--- config.mk ---
export PLATFORM = sky130hd
export DESIGN_NAME = note_judge
export DESIGN_NICKNAME = d
export VERILOG_FILES = /design/src/rtl/note_judge.sv
export SDC_FILE = /design/constraint.sdc
export NUM_CORES = 1
export LEC_CHECK = 0
export BUFFER_PORTS_ARGS = -buffer_cell sky130_fd_sc_hd__buf_2
export CAP_MARGIN = 30
export CORE_MARGIN = 2
export CORE_UTILIZATION = 57
export CTS_BUF_LIST = sky130_fd_sc_hd__clkbuf_16
export CTS_CLUSTER_SIZE = 14
export DETAILED_ROUTE_END_ITERATION = 7
export PLACE_DENSITY = 0.81
export SYNTH_ARGS = -nofsm -noshare
export SYNTH_HDL_FRONTEND = slang
export SYNTH_SLANG_ARGS = --single-unit
--- constraint.sdc ---
create_clock -name Clk -period 7.5 [get_ports Clk]
set_input_delay 0 -clock Clk [delete_from_list [all_inputs] [get_ports Clk]]
set_output_delay 0 -clock Clk [all_outputs]
set_load 0.01 [all_outputs]
--- src/rtl/note_judge.sv ---
// rtl/note_judge.sv - per-lane rhythm-game note judge: walks the chart, judges key timing, keeps combo and score
// Optional feature: define NOTE_JUDGE_AUTOPLAY_EN to auto-press every note on time and hold every hold.
module note_judge #(
   parameter int P_WIN     = 3,
   parameter int G_WIN     = 6,
   parameter int CHART_LEN = 108
) (
   input  logic        Clk,
   input  logic        Reset,
   input  logic        start,
   input  logic        frame_tick,
   input  logic        key_level,
   input  logic [15:0] key_1,
   input  logic [15:0] key_2,
   output logic [7:0]  addr,
   output logic [13:0] song_time,
   output logic        judge_valid,
   output logic [1:0]  judge_code,
   output logic [9:0]  combo,
   output logic [9:0]  max_combo,
   output logic [15:0] score,
   output logic        holding,
   output logic        done
);
   typedef enum logic [1:0] {IDLE, PLAY, HOLD, DONE} state_t;

   localparam logic [1:0] TY_HSTART = 2'b01;
   localparam logic [1:0] TY_END    = 2'b11;
   localparam logic [1:0] J_NONE    = 2'b00;
   localparam logic [1:0] J_PERFECT = 2'b01;
   localparam logic [1:0] J_GOOD    = 2'b10;
   localparam logic [1:0] J_MISS    = 2'b11;
   localparam logic signed [14:0] P_HI = 15'(P_WIN);
   localparam logic signed [14:0] P_LO = -P_HI;
   localparam logic signed [14:0] G_HI = 15'(G_WIN);
   localparam logic signed [14:0] G_LO = -G_HI;
   localparam logic [8:0] LEN9 = 9'(CHART_LEN);

   state_t             state_q, state_d;
   logic [7:0]         addr_q, addr_d;
   logic [13:0]        song_time_q, song_time_d;
   logic               judge_valid_q, judge_valid_d;
   logic [1:0]         judge_code_q, judge_code_d;
   logic [9:0]         combo_q, combo_d;
   logic [9:0]         max_combo_q, max_combo_d;
   logic [15:0]        score_q, score_d;
   logic               holding_q, holding_d;
   logic               done_q, done_d;
   logic               key_q;

   logic [1:0]         head_type;
   logic signed [14:0] delta;
   logic               key_press, key_rel, key_held;
   logic [1:0]         judge;
   logic [8:0]         step, addr_sum;
   logic [16:0]        score_sum;
   logic               unused_key_2;

   assign head_type    = key_1[15:14];
   assign delta        = $signed({1'b0, song_time_q}) - $signed({1'b0, key_1[13:0]});
   // The hold-end is skipped by position alone, so the look-ahead entry carries no needed data.
   assign unused_key_2 = ^key_2;

`ifdef NOTE_JUDGE_AUTOPLAY_EN
   logic unused_key;
   assign unused_key = key_level ^ key_q;
   assign key_press  = (delta == 15'sd0);
   assign key_rel    = 1'b0;
   assign key_held   = 1'b1;
`else
   assign key_press  = key_level & ~key_q;
   assign key_rel    = ~key_level & key_q;
   assign key_held   = key_level;
`endif

   always_comb begin
      state_d       = state_q;
      addr_d        = addr_q;
      song_time_d   = song_time_q;
      judge_valid_d = 1'b0;
      judge_code_d  = judge_code_q;
      combo_d       = combo_q;
      max_combo_d   = max_combo_q;
      score_d       = score_q;
      judge         = J_NONE;
      step          = 9'd1;
      addr_sum      = 9'd0;
      score_sum     = 17'd0;

      if (start || state_q == IDLE) begin
         addr_d       = '0;
         song_time_d  = '0;
         judge_code_d = J_NONE;
         combo_d      = '0;
         max_combo_d  = '0;
         score_d      = '0;
         if (start) state_d = PLAY;
      end else if (state_q != DONE) begin
         if (frame_tick && song_time_q != 14'h3FFF) song_time_d = song_time_q + 14'd1;
         if (state_q == PLAY) begin
            if (head_type == TY_END || {1'b0, addr_q} >= LEN9) begin
               state_d = DONE;
            end else if (delta > G_HI) begin
               judge = J_MISS;
               if (head_type == TY_HSTART) step = 9'd2;
            end else if (key_press && delta >= G_LO) begin
               judge = (delta >= P_LO && delta <= P_HI) ? J_PERFECT : J_GOOD;
               if (head_type == TY_HSTART) state_d = HOLD;
            end
         end else begin
            // Letting go on or after the end frame still counts as held through.
            if (delta >= 15'sd0 && (key_held || key_rel)) begin
               judge   = J_PERFECT;
               state_d = PLAY;
            end else if (key_rel) begin
               judge   = (delta >= G_LO) ? J_GOOD : J_MISS;
               state_d = PLAY;
            end
         end
      end

      if (judge != J_NONE) begin
         judge_valid_d = 1'b1;
         judge_code_d  = judge;
         addr_sum      = {1'b0, addr_q} + step;
         addr_d        = (addr_sum > LEN9) ? LEN9[7:0] : addr_sum[7:0];
         if (judge == J_MISS) begin
            combo_d = '0;
         end else begin
            if (combo_q != 10'd1023) combo_d = combo_q + 10'd1;
            score_sum = {1'b0, score_q} + ((judge == J_PERFECT) ? 17'd2 : 17'd1);
            score_d   = score_sum[16] ? 16'hFFFF : score_sum[15:0];
         end
         if (combo_d > max_combo_q) max_combo_d = combo_d;
      end

      holding_d = (state_d == HOLD);
      done_d    = (state_d == DONE);
   end

   always_ff @(posedge Clk or negedge Reset) begin
      if (!Reset) begin
         state_q       <= IDLE;
         addr_q        <= '0;
         song_time_q   <= '0;
         judge_valid_q <= 1'b0;
         judge_code_q  <= J_NONE;
         combo_q       <= '0;
         max_combo_q   <= '0;
         score_q       <= '0;
         holding_q     <= 1'b0;
         done_q        <= 1'b0;
         key_q         <= 1'b0;
      end else begin
         state_q       <= state_d;
         addr_q        <= addr_d;
         song_time_q   <= song_time_d;
         judge_valid_q <= judge_valid_d;
         judge_code_q  <= judge_code_d;
         combo_q       <= combo_d;
         max_combo_q   <= max_combo_d;
         score_q       <= score_d;
         holding_q     <= holding_d;
         done_q        <= done_d;
         key_q         <= key_level;
      end
   end

   assign addr        = addr_q;
   assign song_time   = song_time_q;
   assign judge_valid = judge_valid_q;
   assign judge_code  = judge_code_q;
   assign combo       = combo_q;
   assign max_combo   = max_combo_q;
   assign score       = score_q;
   assign holding     = holding_q;
   assign done        = done_q;
endmodule

# Yosys cells after proc, flatten, opt, wreduce, memory -nomap -nowiden
# Cells that the tools add are included.
# classes
n_reduce_logical	13
mux	48
bitwise	4
magnitude_cmp	8
addsub	5
n_eq_ne	10
# op_table
cell	count
$mux 10	8
$mux 16	4
$mux 2	28
$mux 14	3
$mux 8	3
$add 16x2->17	1
$ge 15x1->1 const B	1
$ge 15x3->1 const B	1
$ge 15x4->1 const B	1
$gt 15x4->1 const B	1
$le 15x3->1 const B	1
$sub 14x14->15	1
$add 14x1->14 const B	1
$ne 14x14->1 const B	1
$add 10x1->10 const B	1
$gt 10x10->1	1
$ne 10x10->1 const B	1
$add 8x9->9	1
$gt 9x7->1 const B	1
$eq 2x2->1 const B	4
$ge 8x7->1 const B	1
$reduce_bool 2->1	4
$eq 2x1->1 const B	3
$logic_and 1x1->1	4
other kinds (7)	12
# totals
register_bits	66
in_bits	37
output_inout_bits	63
wordCells	99

# Longest topological paths before layout
# Gate-level depths: netlist of the first run.
# logic_depth
depth_word	16
depth_mapped	26
depth_no_buf	24

# Least setup slack after synthesis of the first run
# Ideal clock, no wire load.
# synth_timing
kind	register to register
from	register song_time_q[0], in the netlist song_time[0]
to	register score_q[11], in the netlist score[11]
stages_incl_launch_ff	27
setup_ns	0.094
path_slack_ns	1.565
period_less_slack_ns	5.935
path_buffers	2
arrival_time_ns	5.841
required_time_ns	7.406
path_cell_list	dfrtp_1 > inv_1 > ha_1 > inv_1 > fa_1 > a21o_1 > a221oi_1 > mux2i_1 > o2111ai_1 > or4_4 > a2111oi_4 > o21a_1 > a21oi_4 > o21ai_2 > buf_2 > ha_1 > inv_1 > fa_1 > nor4_1 > and3_1 > nand3_1 > or3_1 > clkbuf_1 > and2_1 > nand3_1 > a21oi_1 > a211oi_1
# synth_between
elab_chain_len	16
elab_cells_between_ends	27
classes_between	2 x add/sub; 5 x order compare; 2 x eq/ne; 14 x mux; 4 x reduce/logical
# synth_rtl
element	line	source
start, declared	41	logic [13:0] song_time_q, song_time_d;
start signal, assigned	157	song_time_q <= song_time_d;
$sub 14x14->15 (*)	60	assign delta = $signed({1'b0, song_time_q}) - $signed({1'b0, key_1[13:0]});
$ge 15x3->1 / $le 15x3->1 (equally long branches)	107	judge = (delta >= P_LO && delta <= P_HI) ? J_PERFECT : J_GOOD;
$logic_and 1x1->1	107	
$mux 2	107	
$mux 2	106	end else if (key_press && delta >= G_LO) begin
$mux 2	103	end else if (delta > G_HI) begin
$mux 2	101	if (head_type == TY_END || {1'b0, addr_q} >= LEN9) begin
$mux 2 (*)	100	if (state_q == PLAY) begin
$mux 2 (*)	98	end else if (state_q != DONE) begin
$mux 2 (*)	90	if (start || state_q == IDLE) begin
$eq 2x1->1	131	score_sum = {1'b0, score_q} + ((judge == J_PERFECT) ? 17'd2 : 17'd1);
$mux 2	131	
$add 16x2->17	131	
$mux 16	132	score_d = score_sum[16] ? 16'hFFFF : score_sum[15:0];
$mux 16	127	if (judge == J_MISS) begin
$mux 16 (*)	122	if (judge != J_NONE) begin
net score_d[11]	46	logic [15:0] score_q, score_d;
end signal, assigned	162	score_q <= score_d;
end, declared	46	
# Mark *: on every way through the listed nets, which the timed path passes. The rest lies on a longest branch.
# A chain may end at the register's enable or synchronous reset.

# Worst setup path in the final report of the first run
# Same ends and word-level chain as after synthesis.

==> run_results.csv, run 1 <==
group,metric,value,unit
outcome,status,"completed",
hold_path,min_path_cells,5,
setup_path,worstSetupStartpointType,"register",
hold_path,worstHoldEndpoint,"state_q[1]$_DFF_PN0_",
pwr,p_total,0.000914,W
clock_network,cts.root.buffer_cell,"clkbuf_16",
hold_path,hold_path_class,"primary input to register",
timing,fin_worst_skew,13.3,ps
grt,grt.busiest_layer,"met2",
timing,period_minus_slack,6880,ps
pwr,vdd_drop_max,0.113,mV
die,rows,35,
detailed_routing,drtPass1Iterations,5,
synth,yosysMostFrequentCell,"dfrtp_1",
detailed_routing,wl,14200,um
synth,synth-edff-count,0,
grt,globalRouteMet1Util,37.9,%
die,ios,100,
setup_path,rr_startpoint,"song_time[0]$_DFFE_PN0P_",
cells_and_area,final_layout_size_suffix_gt1_share,19.5,%
cells_and_area,n_fill_cell,773,
timing,final.setup.tns,0,ps
timing,slew_viol_final,0,
setup_path,rrSetupSlack,620,ps
cells_and_area,final_core_util,68.0,%
synth,synth_area_leader_cell,"dfrtp_1",
run,timing.max_cap.violations,0,
placement,io_buffers,83,
cells_and_area,syn_to_final_growth,14.4,%
die,die_h,103,um
clock_network,cts_max_path_buffers,2,
grt,grt_max_degree,67,
synth,yosysUniqueCellTypes,80,
timing,rsz0062_at_grt,"false",
synth,synth.net_count,731,
synth,yosysSeqAreaShare,29.8,%
clock_network,tritoncts,"built",
clock_network,h-tree-depth,3,
grt,antenna_found_initial,0,
cells_and_area,fin_area,6340,um2
timing,tightest_slew,994,ps
placement,pre_cts_ws,747,ps
die,die_width,103,um
setup_path,cp-end-kind,"register",
die,start_util,59.4,%
synth,synth.area.top_cells,"dfrtp_1 30%, ha_1 6.8%, nor2_1 4.4%",
clock_network,post_cts_resized,0,
die,coreArea,9330,um2
synth,yosys-top-cells-count,"66 x dfrtp_1, 65 x nor2_1, 55 x nand2_1",
clock_network,worstSkewPairLatency,340,ps
grt,grtUsageMet3,3.32,%
synth,syn-cell-area,5540,um2
clock_network,clk_pin_slew,60,ps
placement,gp_congestion,0.917,
pwr,p_leak,3.05,nW
grt,grt_pass1_vias,4813,
timing,fin_crit_sh,91.7,%
synth,ys_async_sr_fraction,100,%
detailed_routing,drc,0,
placement,place_area,6010,um2
synth,synth_top_area_share,29.8,%
setup_path,r2r_cells,24,
timing,fin_ws,620,ps
setup_path,path_class,"register to register",
clock_network,numCtsBuffers,9,
setup_path,path_max_fanout,17,
grt,grt_usage,27.4,%
synth,synth_warnings,0,
synth,netlist_instances,661,
detailed_routing,wl_per_cell,16.3,um
setup_path,crit_arrival,7110,ps
detailed_routing,avgViaCountPerCell,6.17,
detailed_routing,drt_iter0_markers,293,
setup_path,crit_required,7730,ps
clock_network,cts.sinks,66,
detailed_routing,dr_total_vias,5366,
die,dieArea,10500,um2
synth,ys.flop_type,"dfrtp_1",
synth,synth.avg_cell_area,8.39,um2
timing,setup_viol_count_final,0,
timing,hold_violations,0,
timing,fmaxAchievable,145,MHz
detailed_routing,ant_nets,0,
cells_and_area,nNetsFinal,805,
setup_path,r2r-end,"score[11]$_DFF_PN0_",
pwr,power_density,144,nW/um2
grt,overflow,0,
placement,dp_hpwl,10100,um
hold_path,hold_path_startpoint,"key_1[14]",
synth,ys_ff_latch,66,
cells_and_area,antenna_cells,0,
grt,grt_pass1_wl,23200,um
timing,relSlewSlack,33.7,%
grt,grt_util_met2,45.5,%
[critical path, stage by stage (launching register included)]
cell       delay, ps
dfrtp_1          430
inv_1             80
ha_1             190
inv_1             70
fa_1             440
a21o_1           210
a221o_1          390
a2111oi_0        710
or2_1            260
nor2_1            50
nor4b_2          170
o221ai_2         270
a21oi_4          120
o21ai_2          630
ha_1             290
inv_1             50
fa_1             410
nor4_1           450
and3_1           290
nand3_1          140
or3_1            500
and2_1           240
nand3_1           90
a21oi_1           50
a211oi_1         250
[cell usage in the layout, fill, tap and decap left out, types with 10 or more instances in the layout]
cell type / instances
and3_1: 19
buf_2: 83
nor2_1: 65
a21o_1: 18
nor4_1: 11
dfrtp_1: 66
nand2_1: 55
inv_1: 47
xor2_1: 11
and2_1: 11
mux2i_1: 10
nor2b_1: 10
a21oi_1: 48
ha_1: 30
nand3_1: 31
o21ai_0: 26
nor3_1: 12
a211oi_1: 15
[where the power goes]
group          internal, W  switching [W]  leakage, nW
sequential        0.000361     0.00000754        0.910
combinational    0.0000435      0.0000749         1.99
clock             0.000259       0.000168        0.146
total             0.000664       0.000250         3.05
[cells by family (layout without fill, tap and decap cells)]
| kind of cell | Yosys count | in the layout | share of synthesized area [%] |
|---|---|---|---|
| AOI/OAI and AO/OA | 196 | 196 | 26.3 |
| xor gates and xnor gates | 20 | 20 | 3.16 |
| adders and majority gates | 33 | 33 | 7.85 |
| buffers and inverters | 74 | 153 | 5.64 |
| DFF | 66 | 66 | 29.8 |
| muxes | 18 | 18 | 3.90 |
| and+or+nand+nor | 254 | 254 | 23.3 |
[layout make-up]
cell class                      instances  area, um2  area share [%]
Clock buffer                            9        225            3.55
Clock inverter                          7       77.6            1.22
Inverter                               49        189            2.98
Multi-Input combinational cell        521       3580            56.4
Sequential cell                        66       1650            26.0
Tap cell                              129        161            2.54
Timing Repair Buffer                   88        460            7.26
[metal layers]
layer	up-vias	routed length, um
li1	2583	-
met1	2570	6330
met2	190	6810
met3	23	787
met4	0	236
met5	-	0
[how the worst max path moves through the flow]
stage | startpoint | slack [ps] | cells after the start | end
6_report | song_time[0]$_DFFE_PN0P_ | 620 | 24 | score[11]$_DFF_PN0_
4_1_cts | song_time[0]$_DFFE_PN0P_ | 720 | 23 | score[11]$_DFF_PN0_
3_3_place_gp | song_time[0]$_DFFE_PN0P_ | 980 | 24 | score[11]$_DFF_PN0_
5_1_grt | song_time[0]$_DFFE_PN0P_ | 30 | 24 | score[11]$_DFF_PN0_
2_1_floorplan | song_time[0]$_DFFE_PN0P_ | 1570 | 26 | score[11]$_DFF_PN0_
3_5_place_dp | song_time[0]$_DFFE_PN0P_ | 750 | 24 | score[11]$_DFF_PN0_
[stage by stage]
stage,cells,hold WS [ps]
finish,869,241
global route,869,308
CTS,869,217
detailed placement,850,161
global placement,850,161
floorplan,661,-296
[state kept, by name (all words and copies together), names as in the netlist]
register and flops:
addr 8, judge_code 2, judge_valid 1, done 1, song_time 14, score 16
combo 10, state_q 2, key_q 1, max_combo 10, holding 1
[what timing repair did]
action / CTS / global route
hold buffers: 3 / 0
buffers inserted: 0 / 0
endpoints found under the hold margin: 68 / 0
No activity file was read; power rests on OpenSTA's default activity.
==> inputs of run 2 (changes only) <==
--- a/config.mk
+++ b/config.mk
@@ -6,7 +6,8 @@
 export NUM_CORES = 1
 export LEC_CHECK = 0
 export BUFFER_PORTS_ARGS = -buffer_cell sky130_fd_sc_hd__buf_2
-export CAP_MARGIN = 30
+export CAP_MARGIN = 20
+export CORE_ASPECT_RATIO = 0.6
 export CORE_MARGIN = 2
 export CORE_UTILIZATION = 57
 export CTS_BUF_LIST = sky130_fd_sc_hd__clkbuf_16
==> run 2 against run 1 <==
Worst hold slack better by 53 ps; clock skew is 7.2 ps lower; global-route usage is 2.6 points higher; clock power is 4% higher; die area is 0.25% higher; register-to-register slack hardly changed; cell count is 0.12% higher; maximum frequency hardly changed; wire length is 9.0% higher; first-iteration DRC count is 120% higher; clock-buffer cell count stayed put; critical path type unchanged; critical endpoint is now score[3]$_DFF_PN0_.
==> run_results.csv, run 2 (same netlist as run 1, synthesis figures left out) <==
group,metric,value,unit
clock_network,tritoncts,"built",
setup_path,crit_required,7720,ps
cells_and_area,syn_to_final_growth,14.6,%
detailed_routing,drc,0,
detailed_routing,dr_total_vias,5439,
clock_network,h-tree-depth,3,
pwr,clkPwrFrac,47.6,%
pwr,p_int,0.000692,W
cells_and_area,fin_area,6350,um2
pwr,p_leak,3.06,nW
grt,grt_pass1_wl,25300,um
pwr,vdd_drop_max,0.123,mV
setup_path,path_max_fanout,17,
detailed_routing,drt_iter0_markers,635,
pwr,pwr-share-comb,12.8,%
grt,grtUsageMet3,9.22,%
cells_and_area,layout_common_cells,"83 x buf_2, 66 x dfrtp_1, 65 x nor2_1",
timing,period_minus_slack,6880,ps
timing,hold_ws,294,ps
timing,tightest_slew,965,ps
detailed_routing,avgViaCountPerCell,6.25,
pwr,p_total,0.000931,W
cells_and_area,final_layout_size_suffix_gt1_share,19.2,%
die,start_util,59.5,%
pwr,p_seq_share,39.6,%
die,coreArea,9320,um2
die,ios,100,
detailed_routing,wl,15400,um
clock_network,clk_pin_slew,50,ps
clock_network,post_cts_resized,0,
timing,fin_ws,620,ps
hold_path,hold_path_class,"primary input to register",
setup_path,worstSetupStartpointType,"register",
placement,gp_congestion,0.979,
clock_network,worstSkewPairLatency,330,ps
grt,globalRouteMet1Util,44.1,%
pwr,swShare,25.7,%
timing,relSlewSlack,35.7,%
die,die_width,131,um
clock_network,numCtsBuffers,9,
grt,grt_max_degree,67,
grt,overflow,0,
placement,io_buffers,83,
timing,rsz0062_at_grt,"false",
placement,place_area,6010,um2
placement,dp_hpwl,11600,um
outcome,status,"completed",
cells_and_area,largest_reg_flops,16,
timing,final.setup.tns,0,ps
timing,slew_viol_final,0,
detailed_routing,ant_nets,0,
clock_network,cts.root.buffer_cell,"clkbuf_16",
cells_and_area,nNetsFinal,805,
pwr,power_density,146,nW/um2
cells_and_area,antenna_cells,0,
grt,grt_pass1_vias,5007,
clock_network,cts.sinks,66,
grt,grt_util_met2,42.9,%
run,timing.max_cap.violations,0,
placement,pre_cts_ws,772,ps
setup_path,path_class,"register to register",
timing,fin_crit_sh,91.7,%
die,die_h,80.4,um
setup_path,cp-end-kind,"register",
pwr,p_switching,0.000239,W
die,dieArea,10600,um2
die,rows,27,
clock_network,cts_setup_buffers,0,
clock_network,cts_hold_buf,3,
timing,setup_viol_count_final,0,
grt,antenna_found_initial,1,
setup_path,crit_arrival,7090,ps
grt,grt_usage,30.0,%
timing,fin_worst_skew,6.19,ps
grt,grt.busiest_layer,"met1",
timing,fmaxAchievable,145,MHz
detailed_routing,drtPass1Iterations,8,
cells_and_area,final_common_cell,"buf_2",
timing,hold_violations,0,
clock_network,cts_max_path_buffers,2,
detailed_routing,wl_per_cell,17.7,um
[run 2: changes by cell type in the layout (fill, tap and decap cells not counted), sizes merged]
| cell | before | now |
|---|---|---|
| bufinv | 1 | 2 |
| clkinv | 4 | 3 |
| clkinvlp | 1 | 0 |
| inv | 50 | 51 |
[run 2: layer usage]
metal | up-vias | part of all wire, %
met4 | 2 | 0.82
met1 | 2562 | 47
met3 | 18 | 12
li1 | 2575 | -
met2 | 282 | 40
met5 | - | 0.084
[run 2: critical path, stage by stage (launching register included)]
cell	delay (ps)
dfrtp_1	440
inv_1	80
ha_1	170
inv_1	60
fa_1	410
a21o_1	200
a221oi_1	650
nor3_1	150
nor3_1	470
o21bai_1	280
nor4b_2	110
o221ai_2	280
a21oi_4	120
o21ai_2	620
ha_1	300
inv_1	60
fa_1	420
nor4_1	400
and3_1	270
nand3_1	120
nor3_1	620
a21oi_1	140
a221oi_1	360
[run 2: power groups by stage]
| stage | registers, W | clock network (W) | logic, W |
|---|---|---|---|
| after CTS | 0.000368 | 0.000448 | 0.000117 |
| final | 0.000369 | 0.000443 | 0.000119 |
| after detailed placement | 0.000375 | 0 | 0.000115 |
| after floorplan | 0.000375 | 0 | 0.0000764 |
| after global routing | 0.000370 | 0.000466 | 0.000132 |
| after global placement | 0.000374 | 0 | 0.000111 |
[run 2: cell type report]
class	count	area, um2
clock buffer	9	225
inverter	49	189
timing repair buffer	88	460
sequential	66	1650
clock inverter	7	86.3
tap	130	163
multi-input combinational	521	3580
fill	740	2970
[run 2: final timing paths]
kind	slack [ps]	start	cells past startpoint	to
max	620	song_time[0]$_DFFE_PN0P_	22	score[3]$_DFF_PN0_
min reg2reg	530	judge_code[0]$_DFFE_PN0P_	1	judge_code[0]$_DFFE_PN0P_
min in group asynchronous	390	Reset	3	song_time[5]$_DFFE_PN0P_
max in group asynchronous	6540	Reset	3	state_q[1]$_DFF_PN0_
min	290	key_1[14]	5	state_q[1]$_DFF_PN0_
max reg2reg	620	song_time[0]$_DFFE_PN0P_	22	score[3]$_DFF_PN0_
[run 2: metrics by stage]
| stage | cells | util, % |
|---|---|---|
| floorplan | 661 | - |
| global placement | 851 | 64.5 |
| detailed placement | 851 | 64.5 |
| CTS | 870 | 68.2 |
| global route | 870 | 68.2 |
| finish | 870 | 68.2 |
